$ cat src/rtl/trigger_chain_cfg_sequencer.sv
// Wishbone write master that fans one configuration write out to a subset of the
// eight trigger-chain channels, lowest channel first, with per-channel retry/error/timeout.
module trigger_chain_cfg_sequencer #(
    parameter logic [21:0] BASE_ADR       = 22'h000000,
    parameter int unsigned TIMEOUT_CYCLES = 255,
    parameter int unsigned MAX_RETRY      = 3
) (
    input  logic        wb_clk_i,
    input  logic        wb_rst_i,
    input  logic        cmd_valid_i,
    output logic        cmd_ready_o,
    input  logic [7:0]  cmd_chmask_i,
    input  logic [7:0]  cmd_adr_i,
    input  logic [31:0] cmd_dat_i,
    output logic        wbm_cyc_o,
    output logic        wbm_stb_o,
    output logic        wbm_we_o,
    output logic [21:0] wbm_adr_o,
    output logic [31:0] wbm_dat_o,
    output logic [3:0]  wbm_sel_o,
    input  logic        wbm_ack_i,
    input  logic        wbm_err_i,
    input  logic        wbm_rty_i,
    output logic        busy_o,
    output logic        done_o,
    output logic [7:0]  err_chmask_o,
    input  logic        clear_err_i
);

    typedef enum logic [1:0] {
        IDLE  = 2'd0,
        WRITE = 2'd1,
        GAP   = 2'd2,
        DONE  = 2'd3
    } state_t;

    localparam logic [15:0] TMO_LAST    = 16'(TIMEOUT_CYCLES - 1);
    localparam logic [3:0]  RETRY_LIMIT = 4'(MAX_RETRY);

    function automatic logic [2:0] lowest_chan(input logic [7:0] mask);
        logic [2:0] idx;
        idx = 3'd0;
        for (int i = 7; i >= 0; i--) begin
            if (mask[i]) begin
                idx = 3'(i);
            end else begin
                idx = idx;
            end
        end
        return idx;
    endfunction

    state_t      state_r, state_nx_s;
    logic [7:0]  pend_r, pend_nx_s;
    logic [3:0]  retry_r, retry_nx_s;
    logic [15:0] tmo_r, tmo_nx_s;
    logic [7:0]  adr_r, adr_nx_s;
    logic [31:0] dat_r, dat_nx_s;
    logic [2:0]  chan_s;
    logic        accept_s;
    logic        finish_s;
    logic        fail_s;
    logic [7:0]  fail_bits_s;
    logic        ready_r, busy_r, done_r, cyc_r;
    logic [21:0] wadr_r;
    logic [31:0] wdat_r;
    logic [7:0]  err_r;

    // The active channel is always the lowest still-pending one, so a retry
    // naturally stays on the same channel.
    assign chan_s      = lowest_chan(pend_r);
    assign accept_s    = cmd_valid_i && ready_r && (state_r == IDLE);
    assign adr_nx_s    = accept_s ? cmd_adr_i : adr_r;
    assign dat_nx_s    = accept_s ? cmd_dat_i : dat_r;
    assign fail_bits_s = fail_s ? (8'h01 << chan_s) : 8'h00;

    // Next-state, channel bookkeeping and response classification.
    always_comb begin
        state_nx_s = state_r;
        pend_nx_s  = pend_r;
        retry_nx_s = retry_r;
        tmo_nx_s   = tmo_r + 16'd1;
        finish_s   = 1'b0;
        fail_s     = 1'b0;
        case (state_r)
            IDLE: begin
                tmo_nx_s = 16'd0;
                if (accept_s) begin
                    pend_nx_s  = cmd_chmask_i;
                    retry_nx_s = 4'd0;
                    // An empty command still spends one cycle in GAP so its
                    // done pulse lines up with the per-channel cadence.
                    if (cmd_chmask_i != 8'h00) begin
                        state_nx_s = WRITE;
                    end else begin
                        state_nx_s = GAP;
                    end
                end else begin
                    state_nx_s = IDLE;
                end
            end
            WRITE: begin
                if (wbm_err_i) begin
                    finish_s = 1'b1;
                    fail_s   = 1'b1;
                end else if (wbm_ack_i) begin
                    finish_s = 1'b1;
                end else if (wbm_rty_i) begin
                    if (retry_r < RETRY_LIMIT) begin
                        retry_nx_s = retry_r + 4'd1;
                        state_nx_s = GAP;
                    end else begin
                        finish_s = 1'b1;
                        fail_s   = 1'b1;
                    end
                end else if (tmo_r == TMO_LAST) begin
                    finish_s = 1'b1;
                    fail_s   = 1'b1;
                end else begin
                    state_nx_s = WRITE;
                end
            end
            GAP: begin
                tmo_nx_s = 16'd0;
                if (pend_r != 8'h00) begin
                    state_nx_s = WRITE;
                end else begin
                    state_nx_s = DONE;
                end
            end
            DONE: begin
                tmo_nx_s   = 16'd0;
                state_nx_s = IDLE;
            end
            default: begin
                tmo_nx_s   = 16'd0;
                pend_nx_s  = 8'h00;
                state_nx_s = IDLE;
            end
        endcase
        if (finish_s) begin
            pend_nx_s  = pend_r & ~(8'h01 << chan_s);
            retry_nx_s = 4'd0;
            state_nx_s = GAP;
        end else begin
            pend_nx_s = pend_nx_s;
        end
    end

    // State, command latches and all registered outputs.
    always_ff @(posedge wb_clk_i) begin
        if (wb_rst_i) begin
            state_r <= IDLE;
            pend_r  <= 8'h00;
            retry_r <= 4'd0;
            tmo_r   <= 16'd0;
            adr_r   <= 8'h00;
            dat_r   <= 32'd0;
            ready_r <= 1'b1;
            busy_r  <= 1'b0;
            done_r  <= 1'b0;
            cyc_r   <= 1'b0;
            wadr_r  <= 22'd0;
            wdat_r  <= 32'd0;
            err_r   <= 8'h00;
        end else begin
            state_r <= state_nx_s;
            pend_r  <= pend_nx_s;
            retry_r <= retry_nx_s;
            tmo_r   <= tmo_nx_s;
            adr_r   <= adr_nx_s;
            dat_r   <= dat_nx_s;
            cyc_r   <= (state_nx_s == WRITE);
            if (state_nx_s == WRITE) begin
                wadr_r <= BASE_ADR | {11'd0, lowest_chan(pend_nx_s), adr_nx_s};
                wdat_r <= dat_nx_s;
            end else begin
                wadr_r <= 22'd0;
                wdat_r <= 32'd0;
            end
            done_r <= (state_r == DONE);
            if (accept_s) begin
                busy_r  <= 1'b1;
                ready_r <= 1'b0;
            end else if (done_r) begin
                busy_r  <= 1'b0;
                ready_r <= 1'b1;
            end else begin
                busy_r  <= busy_r;
                ready_r <= ready_r;
            end
            // A failure in the same cycle as a clear keeps its own bit.
            err_r <= (clear_err_i ? 8'h00 : err_r) | fail_bits_s;
        end
    end

    assign cmd_ready_o  = ready_r;
    assign busy_o       = busy_r;
    assign done_o       = done_r;
    assign wbm_cyc_o    = cyc_r;
    assign wbm_stb_o    = cyc_r;
    assign wbm_we_o     = cyc_r;
    assign wbm_sel_o    = {4{cyc_r}};
    assign wbm_adr_o    = wadr_r;
    assign wbm_dat_o    = wdat_r;
    assign err_chmask_o = err_r;

endmodule

$ cat config.mk
export PLATFORM = sky130hd
export DESIGN_NAME = trigger_chain_cfg_sequencer
export DESIGN_NICKNAME = d
export VERILOG_FILES = /design/src/rtl/trigger_chain_cfg_sequencer.sv
export SDC_FILE = /design/constraint.sdc
export NUM_CORES = 1
export LEC_CHECK = 0
export CAP_MARGIN = 0
export CORE_MARGIN = 1.5
export CORE_UTILIZATION = 43
export DETAILED_ROUTE_END_ITERATION = 10
export PLACE_DENSITY = 0.74
export SLEW_MARGIN = 25
export SYNTH_ARGS = -nofsm -noshare
export SYNTH_HDL_FRONTEND = slang
export SYNTH_SLANG_ARGS = --single-unit
$ cat constraint.sdc
create_clock -name wb_clk_i -period 2.43 [get_ports wb_clk_i]
set_input_delay 0.486 -clock wb_clk_i [delete_from_list [all_inputs] [get_ports wb_clk_i]]
set_output_delay 0.486 -clock wb_clk_i [all_outputs]
set_load 0.01 [all_outputs]
==> results of run 1 <==
==> power groups by stage <==
stage / clock network (mW) / registers, mW / logic, mW
after CTS: 2.32 / 2.30 / 1.12
after detailed placement: 0 / 2.34 / 1.11
after global placement: 0 / 2.33 / 1.09
after global routing: 2.45 / 2.32 / 1.24
final: 2.29 / 2.30 / 1.14
after floorplan: 0 / 2.36 / 0.608
==> area by class of cell <==
class	count	area [µm²]
fillers	897	3740
multi-input cells	313	1940
repair buffers	143	1400
inverters	7	26.3
well taps	136	170
clock buffers	18	428
clock inverters	13	118
flip-flops and latches	125	2500
==> worst register-to-register path, stage by stage, from the launching register on <==
cell	delay, ns
dfxtp_1	0.31
inv_1	0.05
ha_1	0.14
or4b_4	0.45
or4_4	0.47
a211oi_4	0.27
buf_6	0.16
a21oi_4	0.07
or3b_4	0.38
a21oi_2	0.13
==> per-stage QoR <==
stage               cell area [µm²]  utilization, %  hold slack (ns)  TNS [ns]  worst slack [ns]
floorplan                      4630               -            0.448         0            0.0645
global placement               5990            58.0            0.459     -8.55            -0.296
detailed placement             5990            58.0            0.469    -10.23            -0.359
CTS                            6540            63.4            0.340    -0.167           -0.0690
global route                   6580            63.8            0.345     -2.29            -0.147
finish                         6580            63.8            0.350    -0.106           -0.0617
==> sequential cells by signal (all words and copies together) (netlist names) <==
| register | count |
|---|---|
| state_r | 2 |
| cmd_ready_o | 1 |
| tmo_r | 16 |
| wbm_cyc_o | 1 |
| adr_r | 8 |
| done_o | 1 |
| retry_r | 4 |
| pend_r | 8 |
| busy_o | 1 |
| dat_r | 32 |
| wbm_dat_o | 32 |
| err_chmask_o | 8 |
| wbm_adr_o | 11 |
==> how the worst min path moves through the flow <==
stage / from / to / slack (ns) / cells past startpoint
after floorplan: tmo_r[0] / tmo_r[0] / 0.45 / 1
after global placement: busy_o / busy_o / 0.46 / 2
after detailed placement: busy_o / busy_o / 0.47 / 2
after CTS: wb_rst_i / pend_r[1] / 0.34 / 2
after global routing: wb_rst_i / pend_r[2] / 0.35 / 2
final: wb_rst_i / pend_r[1] / 0.35 / 2
==> synthesized netlist by cell type, types with 2 or more instances <==
library cell and instances:
nand3_1 7, dfxtp_1 125, nand4_1 4, o21bai_1 2
and2_1 2, a22oi_1 7, nor2_1 119, nor2b_1 8
a31o_2 2, ha_1 3, a31oi_1 2, nand4bb_1 3
nand2_1 18, mux2i_1 44, inv_1 7, or2_2 2
a22o_1 2, clkbuf_1 14, or4_1 3, a21oi_1 10
buf_2 7, xnor2_1 4, nand2b_1 9, and4_1 2
o21ai_0 5, nor4_1 5, buf_4 17, nor3_1 9
xor2_1 11, a21oi_2 2
==> metal layers <==
metal / vias to the layer above / part of all wire (%) / track usage (%)
met4: 0 / 1.4 / 5.98
met5: - / 0 / 0
met3: 15 / 5.1 / 5.76
met1: 1733 / 44 / 24.0
li1: 1830 / - / -
met2: 109 / 49 / 33.0
==> repair_timing <==
item / 4_1_cts / 5_1_grt
endpoints found under the setup margin: 3 / 45
pin swaps: 1 / 0
setup buffers: 0 / 1
gates resized for setup: 2 / 8
==> logic make-up (layout without fill, tap and decap cells) <==
family / count (synthesis) / in the layout / share of synthesized area, %
buf+inv: 46 / 181 / 5.34
flops: 125 / 125 / 54.5
compound gates: 42 / 42 / 6.87
simple gates: 198 / 198 / 19.9
mux: 44 / 44 / 9.59
xor+xnor: 15 / 15 / 2.86
fa+ha+maj: 3 / 3 / 0.818
other cells: 1 / 11 / 0.0817
==> results.cfg, run 1 <==
[sta]
max_clock_freq_mhz = 401
setup_viol = 3
slew_headroom_pct = 45.9
finalCritPeriodShare_pct = 103
layout_min_cycle_time_ns = 2.49
worst_pin_slew_ns = 0.804
rsz0062_at_grt = yes
fin_ws_ns = -0.0617
fin_skew_ns = 0.00626
slew_violations = 0
finalHoldViolCount = 0

[setup_path]
slowest_stage = or4_4
cp_top_family = simple AND/OR/NAND/NOR gates
path_buf_inv = 2
path_depth = 9
worst_setup_path_start_kind = register
critPathArrivalTime_ns = 2.92
crit_type = register to register
end_kind = register
rr_startpoint = tmo_r[0]
required_ns = 2.86
critPathMaxFanout = 4
endpoint = wbm_adr_o[9]
regToRegEndpoint = wbm_adr_o[9]
crit_start = tmo_r[0]
max_stage_delay_ns = 0.47
critical_path.cell_chain = inv_1 > ha_1 > or4b_4 > or4_4 > a211oi_4 > buf_6 > a21oi_4 > or3b_4 > a21oi_2
worst_r2r_path_depth = 9
reg2reg_slack_ns = -0.06

[grt]
grt_overflow = 0
grt_pass1_vias = 3715
grt_pass1_wl_mm = 17.5
grt_usage_pct = 19.6
antenna_found_initial = 0
grt_max_degree = 49

[pwr]
total_leakage_power_nw = 2.74
power.internal_mw = 4.18
totalPowerFinal_mw = 5.73
power.density_nw_per_um2 = 870
p_seq_share_pct = 40.1
clkPwrFrac_pct = 39.9
p_comb_share_pct = 20.0
switching_share_pct = 27.1
power.switching_mw = 1.55
max-vdd-ir-drop_mv = 0.408

[synthesis]
seq_area_frac_synth_pct = 54.5
ys_top_cells_by_area = dfxtp_1 (54%), nor2_1 (9.7%), mux2i_1 (9.6%), buf_4 (2.8%), xor2_1 (2.1%)
synth.avg_cell_area_um2 = 9.69
yosys_most_used_dff = dfxtp_1
syn_inst = 474
synth_top_cell_area_share_pct = 54.5
async_flop_share_pct = 0
ys_seq_elements = 125
synth_top_area_cell = dfxtp_1
yosys_warnings = 0
netlist_area_um2 = 4590
ys_types = 49
synth_edf_count = 0

[final_layout]
area_growth_pct = 43.4
fin_cells = 755
final_cell_mix = dfxtp_1 (125), nor2_1 (119), clkdlybuf4s50_1 (114), mux2i_1 (44), buf_4 (24)
drive_above_1_share_pct = 12.8
layout_commonest_cell = dfxtp_1
diodes = 0
final_nets = 665

[floorplan]
coreArea_um2 = 10300
die_h_um = 106
ioPinCount = 127
dieWidth_um = 106
rows = 37
initial_utilization_pct = 44.5
dieArea_um2 = 11300

[hold_path]
hp-class = primary input to register

[place]
port_buffers = 115
placedCellCount = 723
dp_hpwl_mm = 7.24
place_congestion = 0.766

[clocking]
cts_tree = built
cts_buffers = 17
ctsLongestPathBuffers = 2
clk_latency_ns = 0.49
clk_pin_slew_worst_paths_ns = 0.06
root_buffer = clkbuf_8
cts_hold_buf = 0
htree_levels = 4
cts_sinks = 125

[status]
violations = negative setup slack
run_status = finished with violations

[routing]
wirelength_mm = 10.5
drtPass1Iterations = 4
via_per_inst = 4.88
postRouteAntennaNets = 0
drt_iter0_drc = 103
wire_per_inst_um = 13.9
vias = 3687
drc = 0

[flow_run]
maxCapViolCount = 0
Note: power is estimated with default switching activity, not from simulation.
==> inputs of run 2 (changes only) <==
ABC_AREA = 1   (was default)
PLACE_DENSITY = 0.73   (was 0.74)
==> run 2 against run 1 <==
- the flow now finishes without violations
- worst setup slack gained 0.48 ns
- fmax increased by 24%
- sequential share of layout area grew 0.23 points
- synthesized cell count rose by 16%
- via count is 4.5% higher
- utilization is 3.1 points lower
==> results.cfg, run 2 <==
[grt]
grt_pass1_wl_mm = 17.5
grt_usage_pct = 19.2
grt_overflow = 0
grt_max_degree = 56
grt_pass1_vias = 3834
antenna_found_initial = 0

[routing]
drt_iter0_drc = 146
drc = 0
dr_wl_met2_mm = 5.48
dr_wl_met3_um = 498
highest_layer = met4
drtPass1Iterations = 4
vias = 3852
via_per_inst = 4.71
wire_per_inst_um = 13.1
wirelength_mm = 10.7
postRouteAntennaNets = 0
wl_met1_mm = 4.56

[sta]
finalCritPeriodShare_pct = 82.6
fin_skew_ns = 0.00834
slew_violations = 0
rsz0062_at_grt = no
fin_setup_tns_ns = 0
slew_headroom_pct = 60.0
fin_ws_ns = 0.423
max_clock_freq_mhz = 498
worst_pin_slew_ns = 0.600
finalHoldViolCount = 0
layout_min_cycle_time_ns = 2.01
setup_viol = 0

[floorplan]
ioPinCount = 127
dieArea_um2 = 11700
rows = 38
initial_utilization_pct = 44.1
dieWidth_um = 108
die_h_um = 108
coreArea_um2 = 10800

[setup_path]
regToRegEndpoint = wbm_dat_o[18]
worst_r2r_path_depth = 14
path_buf_inv = 1
worst_setup_path_start_kind = register
required_ns = 1.94
rr_startpoint = tmo_r[0]
slowest_stage = clkdlybuf4s50_1
critPathArrivalTime_ns = 1.52
end_kind = output pin
max_stage_delay_ns = 0.58
critPathMaxFanout = 7
reg2reg_slack_ns = 0.44
cp_top_family = buffers and inverters
crit_type = register to output pin
critical_path.cell_chain = clkdlybuf4s50_1

[hold_path]
hp-class = primary input to register
hold_end = done_o
holdPathStages = 2
hp-start = wb_rst_i

[synthesis]
ys_top_cells_by_area = dfxtp_1 (53%), nor2_1 (8.6%), mux2i_1 (8.4%), nand2_1 (6.2%), nor2_2 (3.3%)
synth_most_common_cell = dfxtp_1
async_flop_share_pct = 0
synth_top_area_cell = dfxtp_1
netlist_area_um2 = 4750
synth.avg_cell_area_um2 = 8.63
synth_edf_count = 0
ys_types = 38
ys_seq_elements = 125
synthTopCellsByCount = dfxtp_1 (125), nor2_1 (109), nand2_1 (79)
yosys_most_used_dff = dfxtp_1
syn_inst = 551
yosys_warnings = 0
seq_area_frac_synth_pct = 52.6
synth_top_cell_area_share_pct = 52.6

[clocking]
cts_sinks = 125
root_buffer = clkbuf_8
cts_hold_buf = 0
htree_levels = 4
cts_buffers = 17
cts_tree = built
cts_resized = 0
clk_latency_ns = 0.52
ctsLongestPathBuffers = 2
clk_pin_slew_worst_paths_ns = 0.06
post_cts_buffers = 0

[status]
run_status = finished, final reports clean

[place]
dp_slack_ns = 0.0903
port_buffers = 115
dp_hpwl_mm = 7.56
place_congestion = 0.864
placedCellCount = 787

[final_layout]
fin_cells = 818
layout_commonest_cell = dfxtp_1
area_growth_pct = 37.6
drive_above_1_share_pct = 11.5
final_nets = 724
fin_util_pct = 60.6
final_cell_mix = dfxtp_1 (125), clkdlybuf4s50_1 (114), nor2_1 (109), nand2_1 (79), mux2i_1 (40)
diodes = 0

[pwr]
clkPwrFrac_pct = 38.5
power.internal_mw = 4.58
p_comb_share_pct = 25.1
power.switching_mw = 2.02
max-vdd-ir-drop_mv = 0.517
total_leakage_power_nw = 2.73
p_seq_share_pct = 36.4
switching_share_pct = 30.6
power.density_nw_per_um2 = 1010
totalPowerFinal_mw = 6.60

[flow_run]
maxCapViolCount = 0
[run 2: area by class of cell]
cell class	instances	area, µm²
fill	947	4250
sequential	125	2500
multi-input combinational	359	1900
timing repair buffer	120	1210
clock buffer	17	414
clock inverter	14	185
tap	140	175
inverter	43	161
[run 2: worst max-delay path by stage]
stage                 from            end  slack, ns  cells past startpoint
2_1_floorplan     tmo_r[0]   wbm_adr_o[0]       0.78                     14
3_3_place_gp   cmd_valid_i   wbm_adr_o[8]       0.07                     13
3_5_place_dp   cmd_valid_i  wbm_dat_o[18]       0.09                     10
4_1_cts          wbm_cyc_o   wbm_sel_o[1]       0.38                      1
5_1_grt           tmo_r[0]   wbm_adr_o[2]       0.25                     14
6_report         wbm_cyc_o   wbm_sel_o[1]       0.42                      1
[run 2: routing by layer]
layer	vias up	track usage (%)
li1	1963	-
met5	-	0
met1	1773	22.4
met4	0	8.65
met2	97	33.5
met3	19	4.58
[run 2: metrics by stage]
| stage | area [µm²] | hold slack (ns) |
|---|---|---|
| after CTS | 6540 | 0.294 |
| final | 6540 | 0.308 |
| after global routing | 6540 | 0.341 |
| after detailed placement | 5940 | 0.441 |
| after floorplan | 4790 | 0.425 |
| after global placement | 5940 | 0.434 |
[run 2: logic make-up after synthesis]
logic type,Yosys count,share of synthesized area [%]
buffers and inverters,77,8.26
other,1,0.0789
muxes,40,8.42
adders and majority gates,3,0.790
DFF,125,52.6
xor gates and xnor gates,1,0.184
and+or+nand+nor,251,23.3
AOI/OAI and AO/OA,53,6.29
[run 2: power groups by stage]
| stage | Combinational [mW] | Clock (mW) | Sequential (mW) |
|---|---|---|---|
| floorplan | 1.08 | 0 | 2.47 |
| global placement | 1.61 | 0 | 2.44 |
| detailed placement | 1.65 | 0 | 2.44 |
| CTS | 1.67 | 2.58 | 2.40 |
| global route | 1.84 | 2.67 | 2.43 |
| finish | 1.65 | 2.54 | 2.40 |
==> inputs of run 3 (changes only) <==
clock period = 1.8 ns   (was 2.43 ns; I/O delays follow)
==> run 3 against run 2 <==
- the run now ends with negative setup slack left
- non-clock buffer count grew 49
- sequential power grew 35%
- via count grew 7.4%
- critical path depth grew 12
- final area grew 8.8%
- first-iteration DRC count grew 9.6%
- cell count grew 6.1%
- die area is the same
- total power grew 44%
- global-route usage grew 0.68 points
- worst setup slack lost 0.44 ns
==> results.cfg, run 3 (synthesized netlist as in run 2, its figures left out) <==
[floorplan]
die_h_um = 108
rows = 38
coreArea_um2 = 10800
ioPinCount = 127
dieArea_um2 = 11700
dieWidth_um = 108
initial_utilization_pct = 44.1

[grt]
grt_pass1_wl_mm = 18.0
grt_usage_pct = 19.9
antenna_found_initial = 0
grt_max_degree = 45
grt_pass1_vias = 3939
grt_overflow = 0

[clocking]
htree_levels = 4
ctsLongestPathBuffers = 2
clk_pin_slew_worst_paths_ns = 0.06
root_buffer = clkbuf_8
cts_tree = built
cts_sinks = 125
cts_buffers = 17
clk_latency_ns = 0.52
cts_hold_buf = 0

[setup_path]
end_kind = register
slowest_stage = dfxtp_1
critPathMaxFanout = 5
regToRegEndpoint = wbm_adr_o[9]
max_stage_delay_ns = 0.37
reg2reg_slack_ns = -0.02
crit_type = register to register
worst_r2r_path_depth = 13
path_depth = 13
crit_start = pend_r[7]
worst_setup_path_start_kind = register
critical_path.cell_chain = inv_1 > nand2_2 > nand2_1 > a21oi_4 > inv_4 > nor2_4 > nand2_1 > nand2_1 > nand2_1 > nand2_1 > nand2_2 > a31oi_1 > nor2_1
cp_top_family = simple AND/OR/NAND/NOR gates
required_ns = 2.20
rr_startpoint = pend_r[7]
path_buf_inv = 2
crit_top_cell = nand2_1
endpoint = wbm_adr_o[9]
critPathArrivalTime_ns = 2.22

[place]
place_congestion = 0.895
dp_hpwl_mm = 7.98
dp_slack_ns = -0.371
port_buffers = 115
dpl-instance-area_um2 = 6200

[sta]
setup_viol = 1
finalHoldViolCount = 0
finalCritPeriodShare_pct = 101
fin_skew_ns = 0.0140
fin_ws_ns = -0.0184
layout_min_cycle_time_ns = 1.82
rsz0062_at_grt = yes
max_clock_freq_mhz = 550
slew_violations = 0
hold_slack_ns = 0.182

[pwr]
clkPwrFrac_pct = 36.3
power.internal_mw = 6.58
switching_share_pct = 30.9
total_leakage_power_nw = 3.09
power.density_nw_per_um2 = 1340
power.switching_mw = 2.94
p_comb_share_pct = 29.7
p_seq_share_pct = 34.0
max-vdd-ir-drop_mv = 0.635

[routing]
postRouteAntennaNets = 0
vias = 4136
drtPass1Iterations = 5
via_per_inst = 4.76
drc = 0
drt_iter0_drc = 160
wirelength_mm = 11.6
wire_per_inst_um = 13.3

[final_layout]
layout_commonest_cell = dfxtp_1
final_nets = 773
design_area_um2 = 7120
diodes = 0
area_growth_pct = 49.7
drive_above_1_share_pct = 22.8
fin_util_pct = 65.9
fillers = 870
final_cell_mix = dfxtp_1 (121), nor2_1 (104), clkdlybuf4s50_1 (102), nand2_1 (66), buf_4 (47)

[hold_path]
hp-class = primary input to register

[status]
violations = negative setup slack
run_status = finished with violations

[flow_run]
maxCapViolCount = 0
run 3: cell types whose count changed in the layout (fill, tap and decap cells not counted), moves of 5 or more:
cell and delta:
buf_4 +44, clkdlybuf4s50_1 -12, dlygate4sd2_1 +9, nand2_1 -13, nand2_2 +11, nor2_1 -5
run 3: stage by stage:
stage | TNS, ns | total power [mW] | instances
2_1_floorplan | 0 | 4.80 | 561
3_3_place_gp | -19.65 | 5.69 | 820
3_5_place_dp | -19.67 | 5.75 | 820
4_1_cts | -0.00292 | 9.20 | 852
5_1_grt | -2.88 | 9.99 | 868
6_report | -0.0184 | 9.52 | 868
run 3: cell type report:
cell class	count	area (µm²)	share of cell area (%)
Clock buffer	18	428	6.01
Clock inverter	14	180	2.53
Inverter	43	171	2.41
Multi-Input combinational cell	359	2050	28.9
Sequential cell	125	2510	35.2
Tap cell	140	175	2.46
Timing Repair Buffer	169	1600	22.5
run 3: per-layer routing:
| layer | global-route usage (%) | wire [µm] | part of all wire, % | vias up |
|---|---|---|---|---|
| met5 | 0 | 0 | 0 | - |
| met4 | 9.12 | 258 | 2.2 | 0 |
| met3 | 4.82 | 571 | 4.9 | 23 |
| met2 | 34.9 | 5980 | 52 | 122 |
| met1 | 22.9 | 4780 | 41 | 1924 |
| li1 | - | - | - | 2067 |
run 3: how the worst min path moves through the flow:
stage                from    endpoint  slack, ns  cells after the start
6_report         wb_rst_i      done_o       0.18                      2
5_1_grt          wb_rst_i      done_o       0.19                      2
4_1_cts          wb_rst_i      done_o       0.14                      2
3_5_place_dp   retry_r[3]  retry_r[3]       0.44                      2
3_3_place_gp   retry_r[3]  retry_r[3]       0.43                      2
2_1_floorplan  retry_r[3]  retry_r[3]       0.42                      2
run 3: worst register-to-register path: cells and delay by family, from the launching register on:
kind                   cells  cell delay [ns]
AOI/OAI and AO/OA          2             0.39
and+or+nand+nor            9             0.79
buffers and inverters      2             0.17
DFF                        1             0.37
run 3: timing repair:
action | 4_1_cts | 5_1_grt
gates resized for setup | 14 | 55
endpoints found under the hold margin | 0 | 0
pin swaps | 0 | 19
endpoints found under the setup margin | 14 | 58
setup buffers | 0 | 16
run 3: power groups by stage:
stage	registers (mW)	logic, mW	clock network [mW]
floorplan	3.34	1.46	0
CTS	3.24	2.45	3.51
detailed placement	3.29	2.46	0
global route	3.27	3.07	3.65
finish	3.24	2.82	3.46
global placement	3.28	2.42	0
